[src/rtl/serial_fetch_arbiter_if.sv]
// Handshake and serial-link bundle for serial_fetch_arbiter.
// The arbiter uses the slave modport; requesters and the host use master.
interface serial_fetch_arbiter_if #(
  parameter int unsigned IADDR_W = 8,
  parameter int unsigned IDATA_W = 32,
  parameter int unsigned MADDR_W = 9,
  parameter int unsigned MDATA_W = 44
);
  logic               i_req;
  logic [IADDR_W-1:0] i_addr;
  logic               i_gnt;
  logic [IDATA_W-1:0] i_data;
  logic               i_valid;
  logic               m_req;
  logic [MADDR_W-1:0] m_addr;
  logic               m_gnt;
  logic [MDATA_W-1:0] m_data;
  logic               m_valid;
  logic               ser_addr;
  logic               ser_sel;
  logic               ser_data;
  logic               busy;

  modport slave (
    input  i_req, i_addr, m_req, m_addr, ser_data,
    output i_gnt, i_data, i_valid, m_gnt, m_data, m_valid,
           ser_addr, ser_sel, busy
  );

  modport master (
    output i_req, i_addr, m_req, m_addr, ser_data,
    input  i_gnt, i_data, i_valid, m_gnt, m_data, m_valid,
           ser_addr, ser_sel, busy
  );
endinterface

[src/rtl/serial_fetch_arbiter.sv]
// Shares one bit-serial fetch link between an instruction and a micro-instruction requester.
// Define ARB_ROUND_ROBIN_EN for round-robin tie breaking; default is fixed micro priority.
module serial_fetch_arbiter #(
  parameter int unsigned IADDR_W = 8,
  parameter int unsigned IDATA_W = 32,
  parameter int unsigned MADDR_W = 9,
  parameter int unsigned MDATA_W = 44
) (
  input logic                   clock,
  input logic                   reset,
  serial_fetch_arbiter_if.slave bus
);

  localparam int unsigned ASW = (IADDR_W > MADDR_W) ? IADDR_W : MADDR_W;
  localparam int unsigned DSW = (IDATA_W > MDATA_W) ? IDATA_W : MDATA_W;
  localparam int unsigned CW  = 6;

  typedef enum logic [1:0] {
    S_IDLE,
    S_ADDR,
    S_DATA,
    S_DONE
  } state_e;

  state_e             state_q, state_d;
  logic [CW-1:0]      cnt_q, cnt_d;
  logic [ASW-1:0]     ash_q, ash_d;
  logic [DSW-1:0]     dsh_q, dsh_d;
  logic               sel_q, sel_d;
  logic [IDATA_W-1:0] idata_q, idata_d;
  logic [MDATA_W-1:0] mdata_q, mdata_d;
  logic               i_win, m_win;

`ifdef ARB_ROUND_ROBIN_EN
  logic               last_m_q, last_m_d;
`endif

  // Grant decision is only meaningful in IDLE and is suppressed while reset is applied.
  always_comb begin
    i_win = 1'b0;
    m_win = 1'b0;
    if (state_q == S_IDLE && !reset) begin
`ifdef ARB_ROUND_ROBIN_EN
      if (bus.i_req && bus.m_req) begin
        i_win = last_m_q;
        m_win = !last_m_q;
      end else begin
        i_win = bus.i_req;
        m_win = bus.m_req;
      end
`else
      m_win = bus.m_req;
      i_win = bus.i_req && !bus.m_req;
`endif
    end
  end

  always_comb begin
    state_d = state_q;
    cnt_d   = cnt_q;
    ash_d   = ash_q;
    dsh_d   = dsh_q;
    sel_d   = sel_q;
    idata_d = idata_q;
    mdata_d = mdata_q;
`ifdef ARB_ROUND_ROBIN_EN
    last_m_d = last_m_q;
`endif
    unique case (state_q)
      S_IDLE: begin
        if (i_win) begin
          sel_d   = 1'b0;
          ash_d   = ASW'(bus.i_addr) << (ASW - IADDR_W);
          dsh_d   = '0;
          cnt_d   = CW'(IADDR_W - 1);
          state_d = S_ADDR;
`ifdef ARB_ROUND_ROBIN_EN
          last_m_d = 1'b0;
`endif
        end else if (m_win) begin
          sel_d   = 1'b1;
          ash_d   = ASW'(bus.m_addr) << (ASW - MADDR_W);
          dsh_d   = '0;
          cnt_d   = CW'(MADDR_W - 1);
          state_d = S_ADDR;
`ifdef ARB_ROUND_ROBIN_EN
          last_m_d = 1'b1;
`endif
        end
      end
      S_ADDR: begin
        ash_d = ash_q << 1;
        if (cnt_q == '0) begin
          cnt_d   = sel_q ? CW'(MDATA_W - 1) : CW'(IDATA_W - 1);
          state_d = S_DATA;
        end else begin
          cnt_d = cnt_q - CW'(1);
        end
      end
      S_DATA: begin
        dsh_d = {dsh_q[DSW-2:0], bus.ser_data};
        // The port register takes the completed word on the last sample so it is visible alongside valid.
        if (cnt_q == '0) begin
          state_d = S_DONE;
          if (sel_q) begin
            mdata_d = dsh_d[MDATA_W-1:0];
          end else begin
            idata_d = dsh_d[IDATA_W-1:0];
          end
        end else begin
          cnt_d = cnt_q - CW'(1);
        end
      end
      S_DONE: begin
        state_d = S_IDLE;
      end
      default: begin
        state_d = S_IDLE;
      end
    endcase
  end

  always_ff @(posedge clock) begin
    if (reset) begin
      state_q <= S_IDLE;
      cnt_q   <= '0;
      ash_q   <= '0;
      dsh_q   <= '0;
      sel_q   <= 1'b0;
      idata_q <= '0;
      mdata_q <= '0;
`ifdef ARB_ROUND_ROBIN_EN
      last_m_q <= 1'b1;
`endif
    end else begin
      state_q <= state_d;
      cnt_q   <= cnt_d;
      ash_q   <= ash_d;
      dsh_q   <= dsh_d;
      sel_q   <= sel_d;
      idata_q <= idata_d;
      mdata_q <= mdata_d;
`ifdef ARB_ROUND_ROBIN_EN
      last_m_q <= last_m_d;
`endif
    end
  end

  assign bus.i_gnt    = i_win;
  assign bus.m_gnt    = m_win;
  assign bus.i_data   = idata_q;
  assign bus.m_data   = mdata_q;
  assign bus.i_valid  = (state_q == S_DONE) && !sel_q;
  assign bus.m_valid  = (state_q == S_DONE) && sel_q;
  assign bus.ser_addr = (state_q == S_ADDR) ? ash_q[ASW-1] : 1'b0;
  assign bus.ser_sel  = sel_q;
  assign bus.busy     = (state_q != S_IDLE);

endmodule
[src/flat_wrapper.sv]
// flat-port wrapper written by rule: the top's interface ports become plain ports
module serial_fetch_arbiter_flat 
#(
  parameter int unsigned IADDR_W = 8,
  parameter int unsigned IDATA_W = 32,
  parameter int unsigned MADDR_W = 9,
  parameter int unsigned MDATA_W = 44
)
  (clock, reset, bus_i_req, bus_i_addr, bus_m_req, bus_m_addr, bus_ser_data, bus_i_gnt, bus_i_data, bus_i_valid, bus_m_gnt, bus_m_data, bus_m_valid, bus_ser_addr, bus_ser_sel, bus_busy);
  serial_fetch_arbiter_if #(.IADDR_W(IADDR_W), .IDATA_W(IDATA_W), .MADDR_W(MADDR_W), .MDATA_W(MDATA_W)) bus_i ();
  input logic clock;
  input logic reset;
  input wire logic [$bits(bus_i.i_req)-1:0] bus_i_req;
  input wire logic [$bits(bus_i.i_addr)-1:0] bus_i_addr;
  input wire logic [$bits(bus_i.m_req)-1:0] bus_m_req;
  input wire logic [$bits(bus_i.m_addr)-1:0] bus_m_addr;
  input wire logic [$bits(bus_i.ser_data)-1:0] bus_ser_data;
  output wire logic [$bits(bus_i.i_gnt)-1:0] bus_i_gnt;
  output wire logic [$bits(bus_i.i_data)-1:0] bus_i_data;
  output wire logic [$bits(bus_i.i_valid)-1:0] bus_i_valid;
  output wire logic [$bits(bus_i.m_gnt)-1:0] bus_m_gnt;
  output wire logic [$bits(bus_i.m_data)-1:0] bus_m_data;
  output wire logic [$bits(bus_i.m_valid)-1:0] bus_m_valid;
  output wire logic [$bits(bus_i.ser_addr)-1:0] bus_ser_addr;
  output wire logic [$bits(bus_i.ser_sel)-1:0] bus_ser_sel;
  output wire logic [$bits(bus_i.busy)-1:0] bus_busy;
  assign bus_i.i_req = bus_i_req;
  assign bus_i.i_addr = bus_i_addr;
  assign bus_i.m_req = bus_m_req;
  assign bus_i.m_addr = bus_m_addr;
  assign bus_i.ser_data = bus_ser_data;
  assign bus_i_gnt = bus_i.i_gnt;
  assign bus_i_data = bus_i.i_data;
  assign bus_i_valid = bus_i.i_valid;
  assign bus_m_gnt = bus_i.m_gnt;
  assign bus_m_data = bus_i.m_data;
  assign bus_m_valid = bus_i.m_valid;
  assign bus_ser_addr = bus_i.ser_addr;
  assign bus_ser_sel = bus_i.ser_sel;
  assign bus_busy = bus_i.busy;
  serial_fetch_arbiter #(.IADDR_W(IADDR_W), .IDATA_W(IDATA_W), .MADDR_W(MADDR_W), .MDATA_W(MDATA_W)) u_core (.clock(clock), .reset(reset), .bus(bus_i));
endmodule
[config.mk]
export PLATFORM = sky130hd
export DESIGN_NAME = serial_fetch_arbiter_flat
export DESIGN_NICKNAME = d
export VERILOG_FILES = /design/src/rtl/serial_fetch_arbiter_if.sv /design/src/rtl/serial_fetch_arbiter.sv /design/src/flat_wrapper.sv
export SDC_FILE = /design/constraint.sdc
export NUM_CORES = 1
export LEC_CHECK = 0
export BUFFER_PORTS_ARGS = -buffer_cell sky130_fd_sc_hd__clkbuf_2
export CAP_MARGIN = 0
export CORE_UTILIZATION = 40
export DETAILED_ROUTE_END_ITERATION = 6
export RECOVER_POWER = 100
export SLEW_MARGIN = 40
export SYNTH_ARGS = -nofsm -noshare
export SYNTH_HDL_FRONTEND = slang
export SYNTH_SLANG_ARGS = --single-unit
[constraint.sdc]
create_clock -name clock -period 2.9 [get_ports clock]
set_clock_uncertainty 0.2 [all_clocks]
set_input_delay 0.29 -clock clock [delete_from_list [all_inputs] [get_ports clock]]
set_output_delay 0.29 -clock clock [all_outputs]
set_load 0.02 [all_outputs]
==> impl_metrics.yaml <==
die:
  std_cell_rows: 42
  chipHeight_microns: 118
  die_width_microns: 118
  pin_count: 105
  core_region_area_sq_mm: 0.0132
  start_util_pct: 40.8
  floorplan.die_area_sq_mm: 0.0139
worst_setup_path:
  critical_path_class: "reg -> out"
  critical_path_arrival_ns: 2.09
  cp.required_ns: 2.41
  r2r_cells: 7
  cpMaxStageDelayCell: "and4bb_1"
  path_max_fanout: 12
  critPathMaxStageDelay_ns: 0.64
  setup.worst_path.end_class: "output pin"
  setup.worst_path.start_class: "flop"
  crit_chain: "inv_1 > ha_1 > and4bb_1 > clkbuf_2"
cts:
  cts.htree.levels: 4
  post-cts-setup-buffers: 0
  cts_tree: "yes"
  clock_latency_on_the_worst_skew_pair_ns: 0.41
  cts.reportedPaths.clkPinSlew_ns: 0.06
  max-clock-path-buffers: 2
  post_cts.resized_instances: 0
  cts_num_sinks: 137
  cts_root_buffer: "clkbuf_16"
  cts_buffers: 17
timing:
  period_needed_ns: 2.58
  tightest_slew_ns: 0.939
  finalHoldViolCount: 0
  grt_setup_unrepaired: "false"
  max_freq_ghz: 0.387
  timing.final.setup_violations: 0
  setup_tns_ns: 0
  period_share_pct: 89.1
  maxSlewHeadroom_pct: 37.4
  maxSlewViolCount: 0
grt:
  grt_start_max_net_pins: 106
  grt_antenna_before_repair: 0
  grt_pass1_vias: 4392
  global_route.usage.total_pct: 19.1
  grt_remaining_overflow: 0
  wire_length_of_the_first_global_routing_pass_microns: 21300
detailed_routing:
  finalWirelength_microns: 12900
  drt.antenna.violating_nets: 0
  detailroute.via_count: 4804
  drt-initial-drc-count: 295
  avgRoutedWirePerCell_microns: 13.6
  post-route-drc-count: 0
  vias_per_cell: 5.07
  detailedRoute.firstPassIterationCount: 4
pwr:
  leakage_nw: 2.21
  pwr_cell_area_mw_per_mm2: 860
  power_w: 0.00566
  vdd_ir_drop_max_v: 0.000452
yosys:
  synth_sequential_area_ratio_pct: 51.0
  mappedNetlistArea_sq_mm: 0.00538
  ys_dominant_reg_cell: "dfxtp_1"
  postSynth.asyncResetShare_pct: 0
  synth-warning-count: 0
  syn_avg_cell_area_sq_um: 8.00
  synth_enable_flop_cells: 0
  post_synth_num_cell_types: 48
  syn-num-nets: 703
  postSynthRegisterBits: 137
  synthesis.instances: 673
flow_run:
  maxCapViolations: 0
layout:
  fill_count: 1315
  drive_above_1_share_pct: 9.47
  antennaDiodeCount: 0
  finalNetCount: 788
  stdcell_area_sq_mm: 0.00658
  area_growth_syn_to_layout_pct: 22.3
hold_path:
  hold_path_class: "in -> reg"
  min_path_cells: 3
placed_design:
  place_hpwl_microns: 8250
  gp_routability_congestion: 0.830
  port-buffer-count: 104
  dpl-instance-area_sq_mm: 0.00607
run_status:
  outcome: "finished, final reports clean"
-- critical path, delay by kind of cell (launching register included) --
kind / cells / cell delay [ns]
AND/OR/NAND/NOR: 1 / 0.64
buffers and inverters: 2 / 0.41
flip-flops: 1 / 0.34
adder cells (fa/ha/maj): 1 / 0.28
-- state kept, by name (all words and copies together) (netlist names) --
name,flops
u_core.cnt_q,6
u_core.state_q,2
u_core.dsh_q,43
u_core.ash_q,9
u_core.bus.m_data,44
u_core.bus.i_data,32
u_core.bus.ser_sel,1
-- timing repair --
item	4_1_cts	5_1_grt
hold endpoints to repair	3	0
hold buffers	1	0
setup endpoints to repair	0	0
-- kinds of logic after synthesis --
group	after synthesis	share of synthesized area [%]
adders and majority gates	8	1.86
muxes	9	1.67
AOI/OAI and AO/OA	169	17.6
and+or+nand+nor	290	23.0
DFF	137	51.0
xor gates and xnor gates	3	0.488
buffers and inverters	57	4.39
-- path summary, 6_finish.rpt --
check,from,to,slack (ns)
setup / recovery,u_core.state_q[1],bus_i_gnt,0.32
hold / removal,bus_m_req,u_core.bus.ser_sel,0.01
setup reg to reg,u_core.state_q[0],u_core.bus.i_data[5],0.38
hold reg to reg,u_core.bus.m_data[31],u_core.bus.m_data[31],0.25
-- cell usage after synthesis, types with 2 or more instances --
cell type	count	area, sq um
nor3b_1	2	15.0
o2111ai_1	2	17.5
xor2_1	3	26.3
ha_1	8	100
nor3_1	3	15.0
dfxtp_1	137	2740
inv_1	7	26.3
and2_1	4	25.0
buf_2	12	60.1
o211ai_1	3	22.5
o21ai_0	12	60.1
nand2_1	210	788
a22o_1	8	70.1
nand3_1	48	240
clkbuf_1	35	131
o311ai_1	3	26.3
a21oi_1	126	631
mux2i_1	9	90.1
nor2_1	8	30.0
o21ai_1	3	15.0
buf_1	2	7.51
nand3b_1	2	15.0
-- routing by layer --
layer | vias to the layer above | GRT usage [%] | share of wire, %
li1 | 2444 | - | -
met1 | 2260 | 24.3 | 47
met2 | 91 | 31.1 | 49
met3 | 9 | 3.97 | 3.1
met4 | 0 | 8.41 | 0.88
met5 | - | 0 | 0
-- placed cells by master (no fill, tap or decap), drive strengths merged, types with 8 or more instances in the layout --
cell type / n
nand2: 210
dfxtp: 137
clkbuf: 127
a21oi: 126
nand3: 48
o21ai: 16
mux2i: 9
inv: 9
buf: 9
nor2: 8
a22o: 8
ha: 8
-- metrics by stage --
stage | setup slack [ns] | utilization (%) | hold WS (ns) | std cells
after floorplan | 0.828 | - | 0.226 | 673
after global placement | 0.601 | 46.0 | 0.243 | 914
after detailed placement | 0.536 | 46.0 | 0.246 | 914
after CTS | 0.448 | 51.0 | 0.000224 | 947
after global routing | 0.174 | 49.9 | 0.0269 | 947
final | 0.315 | 49.9 | 0.0140 | 947
-- power breakdown --
group          switching (W)  leakage (nW)  internal (W)
Combinational       0.000873         0.786      0.000405
Sequential         0.0000852          1.11       0.00198
Clock               0.000790         0.320       0.00153
Total                0.00175          2.21       0.00391
-- final cells by class --
cell class | instances | area [sq um] | area share, %
sequential | 137 | 2740 | 41.7
clock buffer | 21 | 480 | 7.30
inverter | 7 | 26.3 | 0.399
tap | 176 | 220 | 3.35
multi-input combinational | 479 | 2410 | 36.6
clock inverter | 11 | 165 | 2.51
timing repair buffer | 116 | 534 | 8.12
Note: power is estimated with default switching activity, not from simulation.
